===== src/rtl/des_pkg.sv =====
// Shared definitions for the DES buffer controller: APB mode encodings,
// FIFO sizing defaults, key-load states and the input FIFO payload.
package des_pkg;

  localparam int unsigned DEPTH_DEF = 8;
  localparam int unsigned WORD_W    = 32;
  localparam int unsigned BLK_W     = 64;
  localparam int unsigned CNT_W     = 4;

  localparam logic [2:0] MODE_IDLE     = 3'd0;
  localparam logic [2:0] MODE_WR_ENC   = 3'd1;
  localparam logic [2:0] MODE_WR_DEC   = 3'd2;
  localparam logic [2:0] MODE_KEY1     = 3'd3;
  localparam logic [2:0] MODE_KEY2     = 3'd4;
  localparam logic [2:0] MODE_SOFT_RST = 3'd5;
  localparam logic [2:0] MODE_RD_POP   = 3'd6;

  typedef enum logic [2:0] {
    K1_HI,
    K1_LO,
    K2_HI,
    K2_LO,
    DONE
  } key_state_t;

  typedef struct packed {
    logic              decrypt;
    logic [WORD_W-1:0] word;
  } in_word_t;

endpackage


===== src/rtl/word_fifo.sv =====
// Circular word FIFO that accepts 0-2 pushes and 0-2 pops per cycle and
// exposes its two oldest entries; callers guarantee no overflow/underflow.
module word_fifo
  import des_pkg::*;
#(
  parameter int unsigned WIDTH = 32,
  parameter int unsigned DEPTH = DEPTH_DEF
) (
  input  logic             clk,
  input  logic             clr,
  input  logic [1:0]       push_n,
  input  logic [WIDTH-1:0] push_d0,
  input  logic [WIDTH-1:0] push_d1,
  input  logic [1:0]       pop_n,
  output logic [WIDTH-1:0] head0,
  output logic [WIDTH-1:0] head1,
  output logic [CNT_W-1:0] count
);

  localparam int unsigned PTR_W = (DEPTH > 1) ? $clog2(DEPTH) : 1;
  localparam int unsigned SUM_W = PTR_W + 2;

  logic [WIDTH-1:0] mem [DEPTH];
  logic [PTR_W-1:0] wr_ptr;
  logic [PTR_W-1:0] rd_ptr;

  // Advance a pointer by 0-2 slots, wrapping at DEPTH (not necessarily a power of two).
  function automatic logic [PTR_W-1:0] adv(input logic [PTR_W-1:0] p, input logic [1:0] n);
    logic [SUM_W-1:0] s;
    s = SUM_W'(p) + SUM_W'(n);
    if (s >= SUM_W'(DEPTH)) begin
      s = s - SUM_W'(DEPTH);
    end
    return PTR_W'(s);
  endfunction

  always_ff @(posedge clk) begin
    if (clr) begin
      wr_ptr <= '0;
      rd_ptr <= '0;
      count  <= '0;
    end else begin
      wr_ptr <= adv(wr_ptr, push_n);
      rd_ptr <= adv(rd_ptr, pop_n);
      count  <= count + CNT_W'(push_n) - CNT_W'(pop_n);
    end
  end

  always_ff @(posedge clk) begin
    if (!clr) begin
      if (push_n != 2'd0) begin
        mem[wr_ptr] <= push_d0;
      end
      if (push_n == 2'd2) begin
        mem[adv(wr_ptr, 2'd1)] <= push_d1;
      end
    end
  end

  assign head0 = mem[rd_ptr];
  assign head1 = mem[adv(rd_ptr, 2'd1)];

endmodule


===== src/rtl/des_buffer_ctrl.sv =====
// Buffers APB words into 64-bit blocks for a 3DES core, collects its results
// into a word FIFO for readback, and sequences the two-key load.
module des_buffer_ctrl
  import des_pkg::*;
#(
  parameter int unsigned DEPTH = DEPTH_DEF
) (
  input  logic                clk,
  input  logic                rst,
  input  logic [2:0]          mode,
  input  logic [WORD_W-1:0]   pwdata,
  output logic [CNT_W-1:0]    data_in_cnt,
  output logic [CNT_W-1:0]    data_out_cnt,
  output logic [WORD_W-1:0]   data_out,
  output logic                blk_valid,
  input  logic                blk_ready,
  output logic [BLK_W-1:0]    blk_data,
  output logic                blk_decrypt,
  output logic [BLK_W-1:0]    key1,
  output logic [BLK_W-1:0]    key2,
  output logic                key_valid,
  input  logic                res_valid,
  output logic                res_ready,
  input  logic [BLK_W-1:0]    res_data
);

  localparam int unsigned IN_W = $bits(in_word_t);

  logic              soft_clr;
  logic              fifo_clr;
  logic              wr_cmd;
  logic              in_push;
  logic              in_pop;
  in_word_t          in_wr;
  in_word_t          in_head0;
  in_word_t          in_head1;
  logic              rd_req;
  logic              out_pop;
  logic              out_push;
  logic [CNT_W-1:0]  out_level;
  logic [WORD_W-1:0] out_head0;
  logic [WORD_W-1:0] out_head1_unused;

  key_state_t        key_state;
  key_state_t        key_state_nx;
  logic [BLK_W-1:0]  key1_nx;
  logic [BLK_W-1:0]  key2_nx;
  logic              key_valid_nx;

  assign soft_clr = (mode == MODE_SOFT_RST);
  assign fifo_clr = rst || soft_clr;

  // Input side: direction-tagged words, drained two at a time into the core.
  assign wr_cmd   = (mode == MODE_WR_ENC) || (mode == MODE_WR_DEC);
  assign in_push  = !fifo_clr && wr_cmd && (data_in_cnt < CNT_W'(DEPTH));
  assign in_wr    = '{decrypt: (mode == MODE_WR_DEC), word: pwdata};

  assign blk_valid   = !rst && key_valid && (data_in_cnt >= CNT_W'(2));
  assign in_pop      = blk_valid && blk_ready;
  assign blk_data    = {in_head0.word, in_head1.word};
  assign blk_decrypt = in_head0.decrypt;

  word_fifo #(
    .WIDTH (IN_W),
    .DEPTH (DEPTH)
  ) u_in_fifo (
    .clk     (clk),
    .clr     (fifo_clr),
    .push_n  ({1'b0, in_push}),
    .push_d0 (in_wr),
    .push_d1 (in_wr),
    .pop_n   (in_pop ? 2'd2 : 2'd0),
    .head0   (in_head0),
    .head1   (in_head1),
    .count   (data_in_cnt)
  );

  // Output side: a result needs two free slots after any same-cycle read.
  assign rd_req    = (mode == MODE_RD_POP) && (data_out_cnt != '0);
  assign out_pop   = !fifo_clr && rd_req;
  assign out_level = data_out_cnt - CNT_W'(rd_req);
  assign res_ready = rst || (out_level <= CNT_W'(DEPTH - 2));
  assign out_push  = !fifo_clr && res_valid && res_ready;
  assign data_out  = (rst || (data_out_cnt == '0)) ? '0 : out_head0;

  word_fifo #(
    .WIDTH (WORD_W),
    .DEPTH (DEPTH)
  ) u_out_fifo (
    .clk     (clk),
    .clr     (fifo_clr),
    .push_n  (out_push ? 2'd2 : 2'd0),
    .push_d0 (res_data[BLK_W-1:WORD_W]),
    .push_d1 (res_data[WORD_W-1:0]),
    .pop_n   ({1'b0, out_pop}),
    .head0   (out_head0),
    .head1   (out_head1_unused),
    .count   (data_out_cnt)
  );

  // Key-load state and key registers.
  always_ff @(posedge clk) begin
    if (rst) begin
      key_state <= K1_HI;
      key1      <= '0;
      key2      <= '0;
      key_valid <= 1'b0;
    end else begin
      key_state <= key_state_nx;
      key1      <= key1_nx;
      key2      <= key2_nx;
      key_valid <= key_valid_nx;
    end
  end

  // Key words must arrive as key1 hi/lo then key2 hi/lo; stray commands are ignored.
  always_comb begin
    key_state_nx = key_state;
    key1_nx      = key1;
    key2_nx      = key2;
    key_valid_nx = key_valid;
    if (soft_clr) begin
      key_state_nx = K1_HI;
      key1_nx      = '0;
      key2_nx      = '0;
      key_valid_nx = 1'b0;
    end else begin
      case (key_state)
        K1_HI, DONE: begin
          if (mode == MODE_KEY1) begin
            key1_nx[BLK_W-1:WORD_W] = pwdata;
            key_valid_nx            = 1'b0;
            key_state_nx            = K1_LO;
          end
        end
        K1_LO: begin
          if (mode == MODE_KEY1) begin
            key1_nx[WORD_W-1:0] = pwdata;
            key_state_nx        = K2_HI;
          end
        end
        K2_HI: begin
          if (mode == MODE_KEY2) begin
            key2_nx[BLK_W-1:WORD_W] = pwdata;
            key_state_nx            = K2_LO;
          end
        end
        K2_LO: begin
          if (mode == MODE_KEY2) begin
            key2_nx[WORD_W-1:0] = pwdata;
            key_valid_nx        = 1'b1;
            key_state_nx        = DONE;
          end
        end
        default: begin
          key_state_nx = K1_HI;
        end
      endcase
    end
  end

endmodule


===== config.mk =====
export PLATFORM = sky130hd
export DESIGN_NAME = des_buffer_ctrl
export DESIGN_NICKNAME = d
export VERILOG_FILES = /design/src/rtl/des_pkg.sv /design/src/rtl/word_fifo.sv /design/src/rtl/des_buffer_ctrl.sv
export SDC_FILE = /design/constraint.sdc
export NUM_CORES = 1
export LEC_CHECK = 0
export ABC_CLOCK_PERIOD_IN_PS = 3800
export BUFFER_PORTS_ARGS = -buffer_cell sky130_fd_sc_hd__buf_2
export CORE_ASPECT_RATIO = 0.6
export CORE_MARGIN = 2
export CORE_UTILIZATION = 52
export CTS_CLUSTER_SIZE = 25
export DETAILED_ROUTE_END_ITERATION = 12
export PLACE_DENSITY = 0.76
export RECOVER_POWER = 50
export SETUP_SLACK_MARGIN = 0.1
export SYNTH_ARGS = -nofsm -noshare
export SYNTH_HDL_FRONTEND = slang
export SYNTH_SLANG_ARGS = --single-unit

===== constraint.sdc =====
create_clock -name clk -period 3.8 [get_ports clk]
set_clock_uncertainty 0.1 [all_clocks]
set_input_delay 0 -clock clk [delete_from_list [all_inputs] [get_ports clk]]
set_output_delay 0 -clock clk [all_outputs]
set_load 0.01 [all_outputs]

; After elaboration in Yosys (flattened, before gate mapping)
; Memories as Yosys holds them, arrays and structs flattened. A register that Yosys moved wholly into a read port is not among the register bits.
; Cells that the tools add are included.
[totals]
register_bits = 152
word_cells = 113
n_memories = 2
output_inout_bits = 236
in_bits = 103
mem_bits_rw = 520
[mem_list]
columns = memory, depth, word_bits, read_ports, rd_ports_with_merged_regs, wr, line
row1 = u_in_fifo.mem, 8, 33, 2, 1, 1, word_fifo.sv:23  ; logic [WIDTH-1:0] mem [DEPTH];
row2 = u_out_fifo.mem, 8, 32, 1, 1, 2, word_fifo.sv:23
[op_classes]
n_reduce_logical = 28
order_cmp = 9
add_sub_neg = 17
n_eq_ne = 15
mux = 30
[op_table]
columns = op, n
row1 = $mux 3, 14
row2 = $mux 32, 1
row3 = $ge 4x4->1 const B, 6
row4 = $sub 3x1->3 const B, 6
row5 = $eq 3x2->1 const B, 4
row6 = $eq 3x3->1 const B, 4
row7 = $pmux 3 s4, 1
row8 = $mux 1, 11
row9 = $logic_and 1x1->1, 9
row10 = $add 3x1->4, 2
row11 = $add 3x1->4 const B, 2
row12 = $add 3x2->4, 2
row13 = $ne 2x2->1 const B, 4
row14 = $reduce_and 2->1, 4
row15 = $sub 4x1->4, 2
row16 = $eq 3x1->1 const B, 2
row17 = $add 4x1->4, 1
row18 = $add 4x2->4, 1
row19 = $ge 4x2->1 const B, 1
row20 = $le 4x3->1 const B, 1
row21 = $logic_not 4->1, 1
row22 = $logic_or 1x1->1, 4
row23 = $lt 4x4->1 const B, 1
row24 = $mux 2, 2
row25 = 10 further kinds, 13

; Longest topological paths before layout
[depth]
ltp_word = 11
ltp_mapped = 16
depth_no_buf = 15

; Cells and area by module
; Synthesis repeated with hierarchy kept, for this count alone.
[unflattened]
cells_unflattened = 2381
area_unflattened_um2 = 36870.4
[by_module_without_submodules]
columns = module, area_per_inst_um2, seq_area_each_um2, cells_each, instances
row1 = word_fifo (u_in_fifo), 15840.2, 8127.8, 866, 1
row2 = word_fifo (u_out_fifo), 15519.9, 7887.6, 843, 1
row3 = des_buffer_ctrl, 5510.3, 2642.5, 672, 1

; Worst setup path before layout
; OpenSTA, ideal clock, no wires.
[synth_path]
kind = reg-to-reg
from = register u_out_fifo.count[2]
to = memory u_out_fifo.mem[8][0] (netlist: u_out_fifo.mem[4][0]), enable pin
path_slack_ps = -54
n_path_buf = 1
t_required_ps = 3282
period_less_slack_ps = 3854
setup_time_ps = 418
arrival_ps = 3335
path_stages_with_launch = 11
path_cell_list = dfxtp_1 inv_1 ha_1 nand3_1 and3_1 ha_1 nor3b_2 xnor2_4 nand4_4 buf_8 inv_1
[synth_lines]
columns = element, line
row1 = "start, declared", word_fifo.sv:17  ; output logic [CNT_W-1:0] count
row2 = "start signal, assigned", word_fifo.sv:45  ; count <= count + CNT_W'(push_n) - CNT_W'(pop_n);
row3 = "end, declared", word_fifo.sv:23

; Final worst setup path
[layout_path]
from = register u_out_fifo.count[3]
to = register u_out_fifo.count[3]
[layout_via]
elab_chain_cells = 9
word_cells_on_any_way = 10
cone_classes = add/sub (3) / order compare (1) / mux (1) / reduce/logical (5)
[layout_rtl]
columns = element, line
row1 = $reduce_bool 4->1, des_buffer_ctrl.sv:79  ; assign rd_req = (mode == MODE_RD_POP) && (data_out_cnt != '0);
row2 = $logic_and 1x1->1, des_buffer_ctrl.sv:79
row3 = $sub 4x1->4, des_buffer_ctrl.sv:81  ; assign out_level = data_out_cnt - CNT_W'(rd_req);
row4 = $le 4x3->1, des_buffer_ctrl.sv:82  ; assign res_ready = rst || (out_level <= CNT_W'(DEPTH - 2));
row5 = $logic_or 1x1->1, des_buffer_ctrl.sv:82
row6 = $logic_and 1x1->1, des_buffer_ctrl.sv:83  ; assign out_push = !fifo_clr && res_valid && res_ready;
row7 = $mux 2, des_buffer_ctrl.sv:92  ; .push_n (out_push ? 2'd2 : 2'd0),
row8 = $add 4x2->4, word_fifo.sv:45
row9 = $sub 4x1->4 *, word_fifo.sv:45
; Mark *: on every way between the ends. The rest lies on a longest branch, timed or not.
; A chain may end at the register's enable or synchronous reset.

==> summary.txt <==
Yosys
  • Syn avg cell area: 16.61 um2
  • Seq/Total Area, Yosys: 69.84%
  • Flops & latches, synth: 666
  • Yosys cell types: 48
  • Mapped Cells: 1594
  • Synthesized area: 0.02648 mm2
  • Synth warn: 0
  • Syn nets: 1715
  • Synth Flop Type: edfxtp_1
  • Synth async-reset ratio: 0%
  • EDFF count, synth: 516

STA
  • Final setup margin: 0.3944 ns
  • Final Max Slew Viols: 57
  • Final TNS setup: 0 ns
  • Tmin final: 3.406 ns
  • Final setup viols: 0
  • RSZ-0062 raised after global routing: false
  • Highest achievable clock rate: 293.6 MHz
  • Worst rel slew slack: -50.33%
  • Worst-Margin Slew: 2.255 ns
  • Final Cycle Share: 89.62%
  • Hold Vio Cnt, Final: 0
  • Worst Hold Slack: 0.1736 ns

Routing
  • Routed wire length: 63690 um
  • Drc violations: 0
  • Antenna Nets Post-Route: 0
  • Drt pass-1 iters: 6
  • DR WL/cell: 22.91 um
  • Detailed Route Iter0 Violations: 1538
  • Routed via count: 15734
  • Vias per cell: 5.660

CTS
  • Clock transition at path regs: 0.07 ns
  • CTS tree: yes
  • Clock tree sinks: 666
  • Clk_lat worst skew: 0.61 ns
  • CTS buffer count: 58
  • PostCTS Resize Cnt: 0
  • Htree depth: 2
  • Hold-fix buffers, CTS: 103
  • Clock tree buffer depth: 3
  • Root Driver: clkbuf_16
  • Post-CTS Setup Repair Bufs: 0

Global route
  • GR Overflow Total: 0
  • Largest net degree at the start of global routing: 86
  • GRT Total Usage: 23.72%
  • First-pass GRT wire length: 93940 um
  • Vias in the first global route: 15832
  • Antenna violations before repair: 3

Place
  • Post-detail-place hpwl: 39400 um
  • Placer Congestion: 0.8459
  • IO Port Bufs: 338
  • Post-DP Area: 0.02909 mm2
  • Placed Instances: 2569
  • Pre-CTS WS: 0.4666 ns

Floorplanning
  • I/O Pins: 339
  • CORE AREA: 0.05061 mm2
  • Initial Util: 52.33%
  • Die Area: 0.05281 mm2
  • Rows: 64
  • Die height: 178.8 um
  • Die X: 295.4 um

Worst setup path
  • Startpoint types: flip-flop
  • Setup CP Type: reg2reg
  • Worst stage delay on the critical path: 0.45 ns
  • Crit-path max FO: 6
  • RR Startpoint: u_out_fifo.count[3]
  • Crit-path slowest cell: dfxtp_1
  • Top cell family by delay on the critical path: adder cells
  • WP buf/inv: 2
  • CP required: 4.09 ns
  • CP arrival: 3.70 ns
  • Critical path's most frequent cell: ha_1
  • CP Cell Sequence: inv_1 > ha_1 > nand3_1 > and3_1 > ha_1 > nor3b_2 > xnor2_4 > nand4_1 > ha_1 > inv_1 > ha_1 > fa_1 > xor2_1 > nor2_1
  • Crit path from: u_out_fifo.count[3]
  • Crit path capture type: flip-flop

Power
  • Peak VDD IR: 445.4 uV
  • PwrDens: 482.0 mW/mm2
  • Tot Pwr: 15.33 mW
  • P_leak: 10.37 nW

Run status
  • Status: finished, violations left
  • Failing checks: capacitance limit, slew limit

Cells and area
  • Final core occ: 62.84%
  • Non-filler cells, final: 2780
  • Final instance area: 0.03180 mm2
  • Nets@finish: 2160
  • Share of layout cells above drive strength 1: 24.71%
  • Synth-to-Final Area Change: 20.08%

Worst hold path
  • Min-delay src: res_data[17]
  • Worst hold path class: in2reg

Flow run
  • Max capacitance violation total: 1
## per-layer routing
metal / share of wire, % / GRT usage [%]
met1: 41 / 32.38
met2: 48 / 38.20
met3: 6.4 / 4.277
met4: 4.1 / 9.518
met5: 0 / 0
## layout by cell type (no fill, tap or decap), drive strengths merged, types with 5 or more instances in the layout
master	count
clkinvlp	10
xnor2	8
clkinv	16
a21oi	131
inv	15
dlygate4sd3	103
nor2	56
dfxtp	150
and2	10
buf	169
mux2i	32
mux4	129
nand2	262
ha	17
nand2b	5
clkbuf	280
bufinv	7
edfxtp	516
nand4	5
mux2	128
## final cells by class
class / count / area [um2]
inverters: 17 / 78.83
diodes: 3 / 7.507
fillers: 3746 / 18810
clock inverters: 31 / 377.9
clock buffers: 74 / 1597
flip-flops and latches: 666 / 18510
repair buffers: 478 / 2888
multi-input cells: 818 / 7478
well taps: 693 / 867.1
## power by group
part	internal (mW)	switching [mW]	total, mW
Combinational	0.477	0.680	1.16
Sequential	8.00	0.0590	8.06
Clock	3.46	2.65	6.11
Total	11.9	3.39	15.3
## cell usage after synthesis, drive strengths merged, types with 8 or more instances
master	n	area [um2]
nand2	262	983.4
and2	10	62.56
a21oi	131	655.6
dfxtp	150	3003
edfxtp	516	15490
ha	17	212.7
mux4	129	2905
nor2	56	226.5
xnor2	8	88.84
buf	48	337.8
mux2	128	1550
clkbuf	45	168.9
mux2i	32	320.3
inv	17	63.81
## state kept, by name, summed over array words and instances, names as in the netlist
register	flops
key_valid	1
u_in_fifo.mem	260
u_in_fifo.wr_ptr	3
key2	64
u_in_fifo.count	4
u_in_fifo.rd_ptr	2
key1	64
key_state	3
u_out_fifo.rd_ptr	3
u_out_fifo.mem	256
u_out_fifo.count	4
u_out_fifo.wr_ptr	2
## worst reg2reg max path: cells and delay by family, from the launching register on
kind          cells  cell delay [ns]
xor+xnor          2             0.43
flops             1             0.45
fa+ha+maj         5             1.28
buf+inv           2             0.12
simple gates      5             0.83
## cells by family after synthesis
family,after synthesis,synth area share (%)
xor gates and xnor gates,10,0.4016
AOI/OAI and AO/OA,136,2.622
buffers and inverters,110,2.154
adders and majority gates,18,0.8787
and+or+nand+nor,365,6.066
DFF,666,69.84
muxes,289,18.03
## worst paths after layout
| kind | to | slack (ns) | depth (start not counted) |
|---|---|---|---|
| min | u_out_fifo.mem[7][17] | 0.17 | 3 |
| min reg2reg | key2[13] | 0.35 | 2 |
| max | u_out_fifo.count[3] | 0.39 | 14 |
| max reg2reg | u_out_fifo.count[3] | 0.39 | 14 |
No activity file was read; power rests on OpenSTA's default activity.
